[config.mk]
export PLATFORM = sky130hd
export DESIGN_NAME = bcd_result_encoder_flat
export DESIGN_NICKNAME = d
export VERILOG_FILES = /design/src/rtl/bcd_result_encoder_if.sv /design/src/rtl/bcd_result_encoder.sv /design/src/flat_wrapper.sv
export SDC_FILE = /design/constraint.sdc
export NUM_CORES = 1
export LEC_CHECK = 0
export ABC_AREA = 1
export CORE_ASPECT_RATIO = 1.75
export CORE_MARGIN = 2
export CORE_UTILIZATION = 53
export CTS_CLUSTER_SIZE = 12
export DETAILED_ROUTE_END_ITERATION = 6
export PLACE_DENSITY = 0.82
export SLEW_MARGIN = 20
export SYNTH_ARGS = -nofsm -noshare
export SYNTH_HDL_FRONTEND = slang
export SYNTH_SLANG_ARGS = --single-unit
[constraint.sdc]
create_clock -name clk -period 1.4 [get_ports clk]
set_input_delay 0.14 -clock clk [delete_from_list [all_inputs] [get_ports clk]]
set_output_delay 0.14 -clock clk [all_outputs]
set_load 0.01 [all_outputs]
[src/rtl/bcd_result_encoder_if.sv]
`default_nettype none
// ============================================================================
// Module   : bcd_result_encoder_if
// Brief    : Request/result bundle between the arithmetic stage and the
//            binary-to-BCD result encoder.
// Revision : 1.0 - initial release
// ============================================================================
interface bcd_result_encoder_if;
    logic        start;
    logic [7:0]  bin;
    logic        busy;
    logic        done;
    logic [11:0] bcd;
    logic        neg;

    // Requester side: issues conversions and reads results.
    modport master (
        output start,
        output bin,
        input  busy,
        input  done,
        input  bcd,
        input  neg
    );

    // Encoder side.
    modport slave (
        input  start,
        input  bin,
        output busy,
        output done,
        output bcd,
        output neg
    );
endinterface
`default_nettype wire

[src/rtl/bcd_result_encoder.sv]
`default_nettype none
// ============================================================================
// Module   : bcd_result_encoder
// Brief    : Iterative shift-add-3 converter, 8-bit binary to three packed BCD
//            digits, with start/busy/done handshake. Define
//            BCD_RESULT_SIGNED_EN for two's-complement input with sign output.
// Revision : 1.0 - initial release
// ============================================================================
module bcd_result_encoder (
    input  wire                 clk,
    input  wire                 rst,
    bcd_result_encoder_if.slave io_bus
);

    localparam logic [0:0] S_IDLE  = 1'b0;
    localparam logic [0:0] S_SHIFT = 1'b1;

    localparam int         C_NUM_DIGITS = 3;
    localparam logic [2:0] C_LAST_SHIFT = 3'd7;

    logic [0:0]  r_state;
    logic [7:0]  r_shift;
    logic [11:0] r_acc;
    logic [2:0]  r_cnt;
    logic [11:0] r_bcd;
    logic        r_busy;
    logic        r_done;

    logic        w_start;
    logic [7:0]  w_bin;
    logic [7:0]  w_mag;
    logic [11:0] w_adj;
    logic [19:0] w_work;
    logic [19:0] w_shifted;

    assign w_start = io_bus.start;
    assign w_bin   = io_bus.bin;

`ifdef BCD_RESULT_SIGNED_EN
    logic r_sign;
    logic r_neg;

    // -128 negates to 8'h80, which is still read correctly as magnitude 128.
    assign w_mag = w_bin[7] ? (8'd0 - w_bin) : w_bin;
`else
    assign w_mag = w_bin;
`endif

    // Every digit is adjusted, including hundreds, even though it stays <= 2.
    generate
        for (genvar d = 0; d < C_NUM_DIGITS; d++) begin : g_digit
            assign w_adj[4*d +: 4] = (r_acc[4*d +: 4] >= 4'd5) ?
                                     (r_acc[4*d +: 4] + 4'd3) :
                                      r_acc[4*d +: 4];
        end
    endgenerate

    assign w_work    = {w_adj, r_shift};
    assign w_shifted = w_work << 1;

    always_ff @(posedge clk) begin
        if (rst) begin
            r_state <= S_IDLE;
            r_shift <= 8'd0;
            r_acc   <= 12'd0;
            r_cnt   <= 3'd0;
            r_bcd   <= 12'd0;
            r_busy  <= 1'b0;
            r_done  <= 1'b0;
        end else begin
            r_done <= 1'b0;
            case (r_state)
                S_IDLE: begin
                    if (w_start) begin
                        r_shift <= w_mag;
                        r_acc   <= 12'd0;
                        r_cnt   <= 3'd0;
                        r_busy  <= 1'b1;
                        r_state <= S_SHIFT;
                    end
                end
                S_SHIFT: begin
                    r_acc   <= w_shifted[19:8];
                    r_shift <= w_shifted[7:0];
                    r_cnt   <= r_cnt + 3'd1;
                    if (r_cnt == C_LAST_SHIFT) begin
                        r_bcd   <= w_shifted[19:8];
                        r_done  <= 1'b1;
                        r_busy  <= 1'b0;
                        r_state <= S_IDLE;
                    end
                end
                default: begin
                    r_state <= S_IDLE;
                    r_busy  <= 1'b0;
                end
            endcase
        end
    end

`ifdef BCD_RESULT_SIGNED_EN
    // Sign is captured at acceptance and only published on completion.
    always_ff @(posedge clk) begin
        if (rst) begin
            r_sign <= 1'b0;
            r_neg  <= 1'b0;
        end else begin
            if (r_state == S_IDLE && w_start) begin
                r_sign <= w_bin[7];
            end
            if (r_state == S_SHIFT && r_cnt == C_LAST_SHIFT) begin
                r_neg <= r_sign;
            end
        end
    end

    assign io_bus.neg = r_neg;
`else
    assign io_bus.neg = 1'b0;
`endif

    assign io_bus.busy = r_busy;
    assign io_bus.done = r_done;
    assign io_bus.bcd  = r_bcd;

endmodule
`default_nettype wire
[src/flat_wrapper.sv]
// flat-port wrapper written by rule: the top's interface ports become plain ports
module bcd_result_encoder_flat 
  (clk, rst, io_bus_start, io_bus_bin, io_bus_busy, io_bus_done, io_bus_bcd, io_bus_neg);
  bcd_result_encoder_if io_bus_i ();
  input  wire clk;
  input  wire rst;
  input wire logic [$bits(io_bus_i.start)-1:0] io_bus_start;
  input wire logic [$bits(io_bus_i.bin)-1:0] io_bus_bin;
  output wire logic [$bits(io_bus_i.busy)-1:0] io_bus_busy;
  output wire logic [$bits(io_bus_i.done)-1:0] io_bus_done;
  output wire logic [$bits(io_bus_i.bcd)-1:0] io_bus_bcd;
  output wire logic [$bits(io_bus_i.neg)-1:0] io_bus_neg;
  assign io_bus_i.start = io_bus_start;
  assign io_bus_i.bin = io_bus_bin;
  assign io_bus_busy = io_bus_i.busy;
  assign io_bus_done = io_bus_i.done;
  assign io_bus_bcd = io_bus_i.bcd;
  assign io_bus_neg = io_bus_i.neg;
  bcd_result_encoder u_core (.clk(clk), .rst(rst), .io_bus(io_bus_i));
endmodule
### Word-level counts from Yosys, hierarchy flattened

Cells that the tools add are included.

| storage, ports and cells | value |
|---|---|
| flip-flop bits (word level) | 38 |
| input port bits | 11 |
| output and inout bits | 15 |
| word-level logic and storage cells | 37 |

| cells by class | value |
|---|---|
| $add $sub $neg | 4 |
| order comparisons | 3 |
| equal/unequal tests | 3 |
| mux-type cells | 16 |
| bitwise operators | 1 |
| reduce and logical (&&, ||, !) cells | 3 |

Operators by type and width:

| kind | number |
|---|---|
| 12-bit case mux with 2 select lines | 1 |
| 8-bit case mux with 2 select lines | 1 |
| 4-bit by 3-bit greater-or-equal comparator with 1-bit output, second input constant | 3 |
| 12-bit 2-to-1 mux | 1 |
| 4-bit by 2-bit adder with 4-bit output, second input constant | 2 |
| 4-bit 2-to-1 mux | 2 |
| 8-bit 2-to-1 mux | 1 |
| 3-bit 2-to-1 mux | 2 |
| 3-bit case mux with 2 select lines | 1 |
| 1-bit 2-to-1 mux | 5 |
| 2-bit != test, second input constant | 2 |
| 1-bit case mux with 2 select lines | 2 |
| 2-bit AND reduction | 2 |
| 3-bit by 1-bit adder with 3-bit output, second input constant | 1 |
| 3-bit by 2-bit adder with 3-bit output, second input constant | 1 |
| 3-bit equality test, second input constant | 1 |
| 2-bit OR reduction | 1 |
| 1-bit NOT | 1 |

### Depth between registers and ports, before layout

| logic depth | value |
|---|---|
| depth in word-level cells | 3 |
| depth in mapped cells | 8 |

### Worst setup path after synthesis

No wires, ideal clock.

| timing | value |
|---|---|
| kind | register -> register |
| start | reg u_core.r_cnt[0] |
| end | reg u_core.r_bcd[11] (netlist: u_core.io_bus.bcd[11]) |
| setup time | 0.117 ns |
| data arrival time | 1.127 ns |
| setup slack | 0.157 ns |
| stages on the path, launching flop included | 7 |
| path buffers | 1 |
| cells stage by stage | dfxtp_1 > ha_1 > ha_1 > nand2_2 > nor2_2 > buf_4 > a22o_1 |

| between the ends | value |
|---|---|
| word-level cells in the longest chain between the ends | 2 |

Ends and longest elaborated chain:

| what | RTL line | RTL |
|---|---|---|
| from (decl) | bcd_result_encoder.sv:24 | `logic [2:0] r_cnt;` |
| from (signal assigned) | bcd_result_encoder.sv:85 | `r_cnt <= r_cnt + 3'd1;` |
| 3-bit equality test | bcd_result_encoder.sv:86 | `if (r_cnt == C_LAST_SHIFT) begin` |
| 2-bit AND reduction (no source line) | - |  |
| to (signal assigned) | bcd_result_encoder.sv:87 | `r_bcd <= w_shifted[19:8];` |
| to (decl) | bcd_result_encoder.sv:25 | `logic [11:0] r_bcd;` |

No other way between the ends.
A chain may end at the register's enable or synchronous reset.

### Final worst setup path

| timing | value |
|---|---|
| start | reg u_core.r_bcd[11] (netlist: u_core.io_bus.bcd[11]) |
| end | out io_bus_bcd[11] |

RTL lines:

| what | RTL line | RTL |
|---|---|---|
| to (decl) | flat_wrapper.sv:11 | `output wire logic [$bits(io_bus_i.bcd)-1:0] io_bus_bcd;` |

No word-level cell between the ends.

==> impl_metrics.yaml <==
power:
  leakage_nw: 1.02
  peakVddDrop_mv: 1.26
  p_per_area_mw_per_mm2: 1080
setup_path:
  startpoint_type: "register"
  crit_buf_inv: 1
  cp_cell_sequence: "clkdlybuf4s50_1"
  crit_arrival_ns: 1.22
  critPathMaxFanout: 2
  critPathKind: "register to primary output"
  cp_slowest_cell: "clkdlybuf4s50_1"
  r2r_cells: 8
  critical_path_depth: 1
  critPathCaptureType: "primary output"
  max_stage_delay_ns: 0.55
  required_ns: 1.26
  crit_family: "buffers and inverters"
clock_network:
  cts.htree.levels: 2
  cts_buffers: 5
  post_cts_buffers: 0
  insertion_delay_ns: 0.30
  cts.sinks: 38
  clockRootBuffer: "clkbuf_8"
  cts_buffer_depth: 2
  hold_buffers: 0
  path_clk_slew_ns: 0.08
  cts_tree: "built"
global_routing:
  antenna_found_initial: 0
  grt_pass1_wl_um: 6550
  use_met1_pct: 23.3
  grt_start_max_net_pins: 14
  met2_usage_pct: 43.9
  grt_pass1_vias: 1540
  grt-busiest-layer: "met2"
  grt_overflow_total: 0
  grtUsageTotal_pct: 24.2
  gr-usage-met3_pct: 6.29
cells_and_area:
  nNetsFinal: 288
  nFillCells: 258
  finalInstanceArea_mm2: 0.00226
  stdcell_count: 313
  mostFrequentLayoutCell: "nand2_1"
  drive_gt1_share_pct: 15.6
  area_growth_pct: 28.6
  final_cell_mix: "71 x nand2_1, 35 x dfxtp_1, 26 x nand3_1"
  num_antenna_cells: 0
synthesis:
  yosys_warnings: 0
  synth_top_area_cell: "dfxtp_1"
  synth-seq-area-share_pct: 43.4
  yosysTopAreaCellShare_pct: 43.4
  synth_cells: 235
  ys_types: 23
  postSynthAreaPerCell_um2: 7.46
  synth_area_leaders: "dfxtp_1 43%, nand2_1 16%, nand3_1 8.3%"
  syn_nets: 254
  ys_ff_latch: 38
  netlist_area_mm2: 0.00175
floorplan:
  core-area_mm2: 0.00314
  die_h_um: 80.1
  die-width_um: 47.5
  io_pins: 26
  die_area_mm2: 0.00380
  start_util_pct: 55.8
  std_cell_rows: 27
placed_design:
  numPortBuffers: 24
  dp_cells: 305
  gp_congestion: 0.812
  placed_cell_area_mm2: 0.00207
  dp_hpwl_um: 2840
flow_run:
  drv_cap: 0
run_status:
  status: "finished clean"
timing:
  min_period_ns: 1.36
  drv_slew: 0
  finalSetupViolCount: 0
  hold_violations: 0
  fin_worst_skew_ns: 0.0101
  fmax_mhz: 735
  finalCritPeriodShare_pct: 97.2
route:
  via_count: 1648
  vias_per_cell: 5.27
  ant_nets: 0
  routed_wirelength_um: 3920
  routedWlPerCell_um: 12.5
  drc: 0
  drt_iter0_drc: 40
  drt_pass1_iterations: 5
worst_hold_path:
  holdPathStages: 2
  hp-class: "register to register"
-- sequential cells by signal (all words and copies together) (netlist names) --
name	count
u_core.r_cnt	3
u_core.r_acc	12
u_core.io_bus.bcd	12
u_core.io_bus.busy	1
u_core.io_bus.done	1
u_core.r_state	1
u_core.r_shift	8
-- cell families (layout without fill, tap and decap cells) --
logic type	after synthesis	after routing	synth area share, %
other	1	1	0.214
buffers and inverters	39	74	10.8
and+or+nand+nor	115	115	28.4
AOI/OAI and AO/OA	34	34	11.6
DFF	38	38	43.4
adders and majority gates	8	8	5.71
-- path summary, 6_finish.rpt --
path	start	to	slack, ns
min reg2reg	u_core.io_bus.bcd[1]	u_core.io_bus.bcd[1]	0.45
max reg2reg	u_core.r_acc[5]	u_core.r_acc[7]	0.10
min	u_core.io_bus.bcd[1]	u_core.io_bus.bcd[1]	0.45
max	u_core.io_bus.bcd[11]	io_bus_bcd[11]	0.04
-- layout make-up --
cell class	instances	area [µm²]	area share (%)
Clock buffer	6	82.6	3.66
Clock inverter	2	60.1	2.66
Inverter	28	108	4.77
Multi-Input combinational cell	158	842	37.3
Sequential cell	38	764	33.9
Tap cell	43	53.8	2.38
Timing Repair Buffer	38	345	15.3
-- where the power goes --
group	internal (mW)	switching, mW
Sequential	1.10	0.0174
Combinational	0.0767	0.0910
Clock	0.760	0.399
Total	1.94	0.507
-- routing by layer --
| metal | wire [µm] | part of all wire (%) |
|---|---|---|
| met5 | 0 | 0 |
| met2 | 2270 | 58 |
| met4 | 78 | 2.0 |
| met3 | 185 | 4.7 |
| met1 | 1390 | 35 |
-- Yosys cell counts --
master / count
a21boi_0: 2
a21oi_1: 17
a22o_1: 4
a22oi_1: 4
buf_2: 2
buf_4: 6
buf_6: 2
clkbuf_1: 1
conb_1: 1
dfxtp_1: 38
ha_1: 8
inv_1: 25
inv_2: 2
inv_4: 1
nand2_1: 74
nand2_2: 2
nand3_1: 29
nand4_1: 6
nor2_1: 2
nor2_2: 1
nor2_4: 1
o211ai_1: 1
o21ai_0: 6
-- through the flow --
step | setup TNS [ns] | hold WS [ns] | util, % | total power, mW | setup WS [ns]
after floorplan | 0 | 0.304 | - | 1.25 | 0.157
after global placement | 0 | 0.438 | 65.9 | 1.31 | 0.0282
after detailed placement | -0.00817 | 0.441 | 65.9 | 1.31 | -0.00817
after CTS | 0 | 0.455 | 70.6 | 2.46 | 0.0290
after global routing | -0.000200 | 0.467 | 71.8 | 2.54 | -0.000200
final | 0 | 0.452 | 71.8 | 2.45 | 0.0390
-- what timing repair did --
item / CTS / global route
endpoints found under the setup margin: 9 / 12
resized for setup: 1 / 15
pin swaps: 0 / 3
No activity file was read; power rests on OpenSTA's default activity.
